`config.mk`:
```
export PLATFORM = sky130hd
export DESIGN_NAME = pd_main_mm
export DESIGN_NICKNAME = d
export VERILOG_FILES = /design/src/rtl/pd_pkg.sv /design/src/rtl/pd_mm_slice.sv /design/src/rtl/pd_main_mm.sv
export SDC_FILE = /design/constraint.sdc
export NUM_CORES = 1
export LEC_CHECK = 0
export BUFFER_PORTS_ARGS = -buffer_cell sky130_fd_sc_hd__buf_4
export CAP_MARGIN = 20
export CORE_ASPECT_RATIO = 1.2
export CORE_MARGIN = 3
export CORE_UTILIZATION = 60
export CTS_CLUSTER_DIAMETER = 40
export DETAILED_ROUTE_END_ITERATION = 10
export PLACE_DENSITY = 0.8
export SLEW_MARGIN = 10
export SYNTH_ARGS = -nofsm -noshare
export SYNTH_HDL_FRONTEND = slang
export SYNTH_SLANG_ARGS = --single-unit
```
`constraint.sdc`:
```
create_clock -name clk -period 7.73 [get_ports clk]
set_input_delay 0.773 -clock clk [delete_from_list [all_inputs] [get_ports clk]]
set_output_delay 0.773 -clock clk [all_outputs]
set_load 0.1 [all_outputs]
```
`src/rtl/pd_pkg.sv`:
```
// Shared widths and decision threshold for the Mueller-Muller phase detector.
package pd_pkg;

  localparam int PD_THRESH = 0;

  function automatic int pd_term_w(input int nadc);
    return nadc + 2;
  endfunction

  function automatic int pd_out_w(input int nadc, input int nti, input int nacc);
    return nadc + 2 + $clog2(nti) + nacc;
  endfunction

endpackage

```
`src/rtl/pd_mm_slice.sv`:
```
// One sign-data Mueller-Muller term for a single interleaved slice.
module pd_mm_slice
  import pd_pkg::*;
#(
  parameter int Nadc = 8,
  localparam int TW = pd_term_w(Nadc)
) (
  input  logic signed [Nadc-1:0] y,
  input  logic signed [Nadc-1:0] yp,
  input  logic                   yp_valid,
  input  logic signed [Nadc-1:0] offset,
  output logic signed [TW-1:0]   t
);

  localparam logic signed [Nadc-1:0] TH = Nadc'(PD_THRESH);

  logic signed [TW-1:0] ye;
  logic signed [TW-1:0] ype;
  logic signed [TW-1:0] a_t;
  logic signed [TW-1:0] b_t;

  always_comb begin
    ye  = TW'(y);
    ype = TW'(yp);
    a_t = (yp >= TH) ? ye : -ye;
    b_t = (y >= TH) ? ype : -ype;
    t   = yp_valid ? (a_t - b_t + TW'(offset)) : '0;
  end

endmodule

```
`src/rtl/pd_main_mm.sv`:
```
// Main MM phase detector: per-slice terms, word sum and windowed
// accumulation into a signed phase-error word with a valid strobe.
module pd_main_mm
  import pd_pkg::*;
#(
  parameter int Nadc = 8,
  parameter int Nti  = 1,
  parameter int Nacc = 4,
  localparam int PW = pd_out_w(Nadc, Nti, Nacc)
) (
  input  logic                   clk,
  input  logic                   rst,
  input  logic signed [Nadc-1:0] din [Nti-1:0],
  input  logic signed [Nadc-1:0] pd_offset,
  input  logic                   hold,
  output logic signed [PW-1:0]   pd_out,
  output logic                   pd_valid
);

  localparam int TW = pd_term_w(Nadc);
  localparam int SW = TW + $clog2(Nti);
  localparam int CW = (Nacc > 0) ? Nacc : 1;
  localparam logic [CW-1:0] LAST = CW'((1 << Nacc) - 1);

  logic signed [Nadc-1:0] d1 [Nti-1:0];
  logic signed [Nadc-1:0] off1;
  logic signed [Nadc-1:0] hp1;
  logic                   hv1;
  logic                   v1;
  logic signed [Nadc-1:0] hist;
  logic                   hist_v;

  logic signed [TW-1:0] t [Nti-1:0];
  logic signed [SW-1:0] sum;
  logic signed [SW-1:0] wsum;
  logic                 v2;

  logic signed [PW-1:0] acc;
  logic signed [PW-1:0] acc_nx;
  logic [CW-1:0]        cnt;

  always_ff @(posedge clk) begin
    if (rst) begin
      for (int k = 0; k < Nti; k++) d1[k] <= '0;
      off1   <= '0;
      hp1    <= '0;
      hv1    <= 1'b0;
      v1     <= 1'b0;
      hist   <= '0;
      hist_v <= 1'b0;
    end else begin
      d1   <= din;
      off1 <= pd_offset;
      hp1  <= hist;
      hv1  <= hist_v;
      v1   <= !hold;
      // a held word breaks the sample chain for the next slice 0
      if (hold) begin
        hist_v <= 1'b0;
      end else begin
        hist   <= din[Nti-1];
        hist_v <= 1'b1;
      end
    end
  end

  for (genvar k = 0; k < Nti; k++) begin : g_slice
    if (k == 0) begin : g_first
      pd_mm_slice #(.Nadc(Nadc)) u_slice (
        .y(d1[0]), .yp(hp1), .yp_valid(hv1),
        .offset(off1), .t(t[0])
      );
    end else begin : g_rest
      pd_mm_slice #(.Nadc(Nadc)) u_slice (
        .y(d1[k]), .yp(d1[k-1]), .yp_valid(1'b1),
        .offset(off1), .t(t[k])
      );
    end
  end

  always_comb begin
    sum = '0;
    for (int k = 0; k < Nti; k++) sum = sum + SW'(t[k]);
  end

  always_ff @(posedge clk) begin
    if (rst) begin
      wsum <= '0;
      v2   <= 1'b0;
    end else begin
      wsum <= sum;
      v2   <= v1;
    end
  end

  assign acc_nx = acc + PW'(wsum);

  always_ff @(posedge clk) begin
    if (rst) begin
      acc      <= '0;
      cnt      <= '0;
      pd_out   <= '0;
      pd_valid <= 1'b0;
    end else if (!v2) begin
      pd_valid <= 1'b0;
    end else if (cnt == LAST) begin
      pd_out   <= acc_nx;
      acc      <= '0;
      cnt      <= '0;
      pd_valid <= 1'b1;
    end else begin
      acc      <= acc_nx;
      cnt      <= cnt + 1'b1;
      pd_valid <= 1'b0;
    end
  end

endmodule

```
# ---- Word-level counts from Yosys, hierarchy flattened
# Cells that the tools add are included.
dict set report word_totals {
  reg_bits 79
  latch_bits 0
  ram_bits 0
  romBits 0
  input_bits 19
  output_inout_bits 15
  wordCells 34
  mem_count 0
}
dict set report classes {
  n_addsub 6
  mul 0
  div_mod_pow 0
  n_lt_le_gt_ge 2
  n_eq_ne 1
  shift 0
  n_mux 6
  bitwise_logic 2
  reduce_logical 4
}
# cell n
set ops {}
lappend ops {{$mux W10} 2}
lappend ops {{$neg A8 Y10} 2}
lappend ops {{$ge A8 B1 Y1 const B} 2}
lappend ops {{$add A14 B10 Y14} 1}
lappend ops {{$mux W14} 1}
lappend ops {{$add A10 B10 Y10} 1}
lappend ops {{$sub A10 B10 Y10} 1}
lappend ops {{$add A4 B1 Y4 const B} 1}
lappend ops {{$eq A4 B4 Y1 const B} 1}
lappend ops {{$mux W4} 1}
lappend ops {{$reduce_or A2 Y1} 2}
lappend ops {{$mux W1} 2}
lappend ops {{$not A1 Y1} 2}
lappend ops {{$reduce_and A2 Y1} 1}
lappend ops {{$logic_not A1 Y1} 1}

# ---- Logic depth before layout (Yosys ltp)
dict set report logic_depth {
  depth_word 4
  ltp_mapped 18
  mapped_depth_nobuf 17
}

# ---- By module
# From an unflattened synthesis, not the netlist that was laid out.
dict set report unflattened {
  cells_unflattened 470
  hier_area_um2 4250.3
}
# mod instances cells_per_inst area_each_um2 seq_area_each_um2
set modules_own_cells {}
lappend modules_own_cells {pd_main_mm 1 340 3180.6 1541.5}
lappend modules_own_cells {pd_mm_slice 1 130 1069.8 0.0}

# ---- Worst setup path after synthesis
# Ideal clock, no wire load.
dict set report synth_path {
  path_type {reg2reg}
  start {register d1[0] (netlist name)}
  end {register wsum[8]}
  setup_ns 0.114
  t_arrival_ns 3.633
  required_time_ns 7.616
  setup_slack_ns 3.983
  stages_incl_launch_ff 17
  path_buffers 1
  period_less_slack_ns 3.747
  path_cell_list {dfxtp_1 inv_1 ha_1 nand2_1 or3_1 or3_1 ha_1 buf_2 mux2i_1 fa_1 fa_1 a21o_1 a21oi_1 o211ai_1 o31ai_1 xor2_1 nor2_1}
}
dict set report synth_via {
  elab_chain_cells 4
  elab_cells_between_ends 6
  cone_classes {add/sub (3); order compare (1); mux (2)}
}
# element line
set synth_lines {}
lappend synth_lines {{start, declared} pd_main_mm.sv:25} ;# logic signed [Nadc-1:0] d1 [Nti-1:0];
lappend synth_lines {{start signal, assigned} pd_main_mm.sv:52} ;# d1 <= din;
lappend synth_lines {{$neg A8 Y10 / $ge A8 B1 Y1 (equally long branches)} {pd_mm_slice.sv:25, pd_mm_slice.sv:26}}
lappend synth_lines {{$mux W10 (on tied branches)} {pd_mm_slice.sv:25, pd_mm_slice.sv:26}}
lappend synth_lines {{$sub A10 B10 Y10 (*)} pd_mm_slice.sv:27} ;# t = yp_valid ? (a_t - b_t + TW'(offset)) : '0;
lappend synth_lines {{$add A10 B10 Y10 (*)} pd_mm_slice.sv:27}
lappend synth_lines {{end signal, assigned} pd_main_mm.sv:91} ;# wsum <= sum;
lappend synth_lines {{end, declared} pd_main_mm.sv:35} ;# logic signed [SW-1:0] wsum;
# Every way passes the cells marked *; elsewhere a longest branch is shown, timed or not.
# A chain may end at the register's enable or synchronous reset.

# ---- Worst setup path in the final report
dict set report layout_path {
  start {register hp1[1]}
  end {register wsum[8]}
}
dict set report layout_via {
  elab_chain_cells 4
  elab_cells_between_ends 6
  cone_classes {add/sub (3); order compare (1); mux (2)}
}
# element line
set layout_lines {}
lappend layout_lines {{start, declared} pd_main_mm.sv:27} ;# logic signed [Nadc-1:0] hp1;
lappend layout_lines {{start signal, assigned} pd_main_mm.sv:54} ;# hp1 <= hist;
lappend layout_lines {{$neg A8 Y10 / $ge A8 B1 Y1 (equally long branches)} {pd_mm_slice.sv:26, pd_mm_slice.sv:25}}
lappend layout_lines {{$mux W10 (on tied branches)} {pd_mm_slice.sv:26, pd_mm_slice.sv:25}}
lappend layout_lines {{$sub A10 B10 Y10 (*)} pd_mm_slice.sv:27}
lappend layout_lines {{$add A10 B10 Y10 (*)} pd_mm_slice.sv:27}
# Marked as above.

==> results.md <==
- The flow ran to the end, and the final reports show no timing, DRC or antenna violations.
- The count of placed standard cells including taps is 545.
- Among all cell types in the netlist, the one instantiated most often is sky130_fd_sc_hd__dfxtp_1.
- The buffers plus inverters on the worst setup path is 1.
- The top flip-flop cell by instance count after synthesis is sky130_fd_sc_hd__dfxtp_1.
- In this run, the number of DRC markers left after iteration 0 of detailed routing was 141.
- Setup violations remaining at the end of the flow were counted as 0.
- The area of the core is 6490 um2.
- The number of antenna diodes in the final layout is 0.
- The longest individual stage delay on the worst path is 510 ps.
- Headroom to the max-slew limit came out at 0.343.
- The slowest stage of the critical path belongs to the cell sky130_fd_sc_hd__fa_1.
- The type of origin of the critical path is a flop.
- The worst-case clock buffer depth is 2.
- Counting flops and latches in the post-synthesis netlist gives 77.
- The internal power is 673 uW.
- The number of vias after detailed routing is 3137.
- Of all nets on the critical path, the largest fanout is 10.
- The post-route DRC violation count is 0.
- The remaining antenna violation count after routing is 0.
- STA classifies the critical path endpoint as a flop.
- The cell at the root of the clock tree is sky130_fd_sc_hd__clkbuf_8.
- For this run, the total global-route usage over all layers was measured as 0.225.
- By startpoint and endpoint, the worst setup path is classified as reg -> reg.
- The largest net degree at the start of global routing is 66.
- The completed layout was analyzed and its total power is 934 uW.
- The initial antenna violation count was 0.
- Yosys attributes the largest share of cell area to sky130_fd_sc_hd__dfxtp_1 (38%), sky130_fd_sc_hd__ha_1 (8.6%), sky130_fd_sc_hd__xnor2_1 (5.2%), sky130_fd_sc_hd__fa_1 (4.9%), sky130_fd_sc_hd__nor2_1 (4.3%).
- In the final design database the tool counted 528 nets.
- The total cell area at the placement stage is 4340 um2.
- The number of nets handed over by synthesis was 501.
- The clock sink total is 77.
- Setup repair after global routing left no endpoint under its margin.
- The final design area excluding fillers is 4560 um2.
- The count of flip-flops with a built-in enable after synthesis is 0.
- In this run the core area contains 32 standard-cell rows.
- Across the run, the number of max-cap violations was 0.
- The number of H-tree levels is 3.
- The signal arrival time at the worst endpoint is 4340 ps.
- The first global-routing pass estimated 13300 um of wire.
- After synthesis, the mean cell area works out to 9.14 um2.
- The number of gates resized after CTS is 0.
- The biggest area contributor in the post-synthesis netlist is sky130_fd_sc_hd__dfxtp_1.
- The share of synthesized area in the top cell type comes to 0.380.
- The clock latency of the later-clocked register in the worst-skew pair is 350 ps.
- The post-CTS clock slew at the launch and capture registers of the worst setup and hold paths is 90 ps.
- For this run, the register share of the synthesized area comes to 0.380.
- The areal power density over the cells is 205 nW/um2.
- In this run the post-CTS setup repair buffer count came out at 0.
- The total length of routed wires is 8290 um.
- The number of global-route vias before repair is 3091.
- The full die area is 7790 um2.
- On the final layout, the worst hold slack is 442 ps.
- The count of input and output buffers is 33.
- The share of total power dissipated in combinational logic is 0.183.
- The period utilization is 0.532.
- The floorplan step set the die height to 96.1 um.
- In the final timing run, aggregate negative setup slack is 0 ps.
- Measured along the x axis, the die boundary spans 81.1 um.
- The commonest cells after synthesis are sky130_fd_sc_hd__dfxtp_1 (77), sky130_fd_sc_hd__nor2_1 (46), sky130_fd_sc_hd__nand2_1 (38).
- The post-synthesis cell area is 4060 um2.
- Of the total power, the share spent switching nets is 0.279.
- In the synthesized netlist, the number of instances is 444.
- The required arrival time at the worst endpoint is 7960 ps.
- At the end of routability-driven placement, the weighted congestion stood at 0.946.
- Between clock sinks in the finished design, the worst skew comes to 12.2 ps.
- The final number of hold-violating endpoints is 0.
- The non-filler instance count after layout is 561.
- For the pin with the worst max-slew slack, the measured transition is 982 ps.
- The total grt overflow is 0.
- The average wire length per cell after detail routing is 14.8 um.
- The number of clock buffers inserted by TritonCTS is 9.
- The family with the most delay on the worst path is adder cells.
- The number of max-slew violations in the final report was 0.
- IR analysis of the VDD net gives a maximum drop of 0.000169 V.
- The signal on the critical path passes through inv_1 > ha_1 > nand2_1 > or3_1 > or3_1 > ha_1 > o21ai_0 > fa_1 > fa_1 > a21o_1 > a21oi_1 > o211ai_1 > o31ai_1 > xor2_1 > nor2_1.
- The share of total power dissipated in the clock network is 0.367.
- The HPWL after detailed placement is 6230 um.
- Derived from the worst setup path, the maximum achievable clock frequency is 243 MHz.
- 34 I/O pins were placed.
- Using the TritonRoute via totals, the vias-per-cell ratio works out to 5.59.
- The area growth from synthesis to layout is 12.3%.
- The switching component of the power is 260 uW.
- The post-layout minimum cycle time is 4120 ps.
- The Yosys step of the flow raised 0 warnings.
- The first detailed-routing pass ran for 4 iterations.
- Buffers inserted to repair hold after CTS numbered 0.
- For this design the static power due to leakage is 0.00190 uW.
- The path class of the tightest hold or removal check is reg -> reg.
- The layout cell share with drive strength beyond 1 is 0.116.
- The initial utilization of the core area, before any placement, comes to 0.626.
- The post-synthesis async set-or-reset flop share is 0.
- The TritonCTS clock tree is built.
- In this run, distinct cell masters in the synthesized netlist total 49.
- Of the total power, registers draw 0.450.
-- cell type report --
cell class | count | area, um2
Clock buffer | 10 | 128
Clock inverter | 6 | 93.8
Fill cell | 499 | 1930
Inverter | 18 | 67.6
Multi-Input combinational cell | 331 | 2360
Sequential cell | 77 | 1540
Tap cell | 85 | 106
Timing Repair Buffer | 34 | 255
-- worst paths after layout --
check	startpoint	endpoint	slack, ps	cells after the start
max reg2reg	hp1[1]$_SDFF_PP0_	wsum[8]$_SDFF_PP0_	3610	15
min reg2reg	v1$_SDFF_PP0_	hv1$_SDFF_PP0_	440	1
max	hp1[1]$_SDFF_PP0_	wsum[8]$_SDFF_PP0_	3610	15
min	v1$_SDFF_PP0_	hv1$_SDFF_PP0_	440	1
-- flip-flops by register name (all words and copies together) (netlist names) --
| name | flops |
|---|---|
| acc | 14 |
| pd_out | 14 |
| wsum | 10 |
| d1 | 8 |
| hist | 8 |
| hp1 | 8 |
| off1 | 8 |
| cnt | 4 |
| hv1 | 1 |
| pd_valid | 1 |
| v1 | 1 |
-- layer usage --
layer / up-vias / part of all wire / wire, um / GRT usage
li1: 1581 / - / - / -
met1: 1462 / 0.40 / 3300 / 0.231
met2: 67 / 0.53 / 4390 / 0.415
met3: 27 / 0.031 / 258 / 0.0440
met4: 0 / 0.042 / 348 / 0.135
met5: - / 0 / 0 / 0
-- power groups by stage --
stage	combinational, uW	sequential, uW	clock, uW
floorplan	131	427	0
global placement	160	429	0
detailed placement	167	430	0
CTS	170	420	345
global route	190	422	363
finish	170	420	343
-- cell usage in the layout (no fill, tap or decap), types with 2 or more instances in the layout --
| cell type | instances |
|---|---|
| sky130_fd_sc_hd__nand2b_1 | 11 |
| sky130_fd_sc_hd__o211ai_1 | 4 |
| sky130_fd_sc_hd__o31ai_1 | 8 |
| sky130_fd_sc_hd__xnor2_1 | 24 |
| sky130_fd_sc_hd__xor2_1 | 10 |
| sky130_fd_sc_hd__buf_4 | 34 |
| sky130_fd_sc_hd__nor3_1 | 4 |
| sky130_fd_sc_hd__dfxtp_1 | 77 |
| sky130_fd_sc_hd__a21oi_1 | 28 |
| sky130_fd_sc_hd__nor4_1 | 2 |
| sky130_fd_sc_hd__a2bb2oi_1 | 2 |
| sky130_fd_sc_hd__ha_1 | 28 |
| sky130_fd_sc_hd__mux2_2 | 2 |
| sky130_fd_sc_hd__a22o_1 | 4 |
| sky130_fd_sc_hd__mux2i_1 | 12 |
| sky130_fd_sc_hd__inv_6 | 2 |
| sky130_fd_sc_hd__clkbuf_8 | 9 |
| sky130_fd_sc_hd__nand4_1 | 3 |
| sky130_fd_sc_hd__o21a_1 | 3 |
| sky130_fd_sc_hd__o21ai_1 | 3 |
| sky130_fd_sc_hd__a21o_1 | 4 |
| sky130_fd_sc_hd__o21ai_0 | 12 |
| sky130_fd_sc_hd__nand3b_1 | 3 |
| sky130_fd_sc_hd__bufinv_16 | 2 |
| sky130_fd_sc_hd__nor2_1 | 46 |
| sky130_fd_sc_hd__a211o_1 | 2 |
| sky130_fd_sc_hd__a211oi_1 | 7 |
| sky130_fd_sc_hd__inv_1 | 18 |
| sky130_fd_sc_hd__nand3_1 | 10 |
| sky130_fd_sc_hd__fa_1 | 10 |
| sky130_fd_sc_hd__a21boi_0 | 2 |
| sky130_fd_sc_hd__nand2_1 | 38 |
| sky130_fd_sc_hd__or3_1 | 7 |
| sky130_fd_sc_hd__nor2b_1 | 27 |
-- cells by family (layout without fill, tap and decap cells) --
family	Yosys count	count (layout)	share of synthesized area
AOI/OAI and AO/OA	88	88	0.146
xor gates and xnor gates	35	35	0.0774
adders and majority gates	38	38	0.136
buffers and inverters	36	68	0.0373
DFF	77	77	0.380
muxes	15	15	0.0385
and+or+nand+nor	155	155	0.186
-- stage by stage --
| step | setup slack (ps) | utilization |
|---|---|---|
| floorplan | 3980 | - |
| global placement | 3790 | 0.668 |
| detailed placement | 3660 | 0.668 |
| CTS | 3620 | 0.703 |
| global route | 3300 | 0.703 |
| finish | 3610 | 0.703 |
No activity file was read; power rests on OpenSTA's default activity.
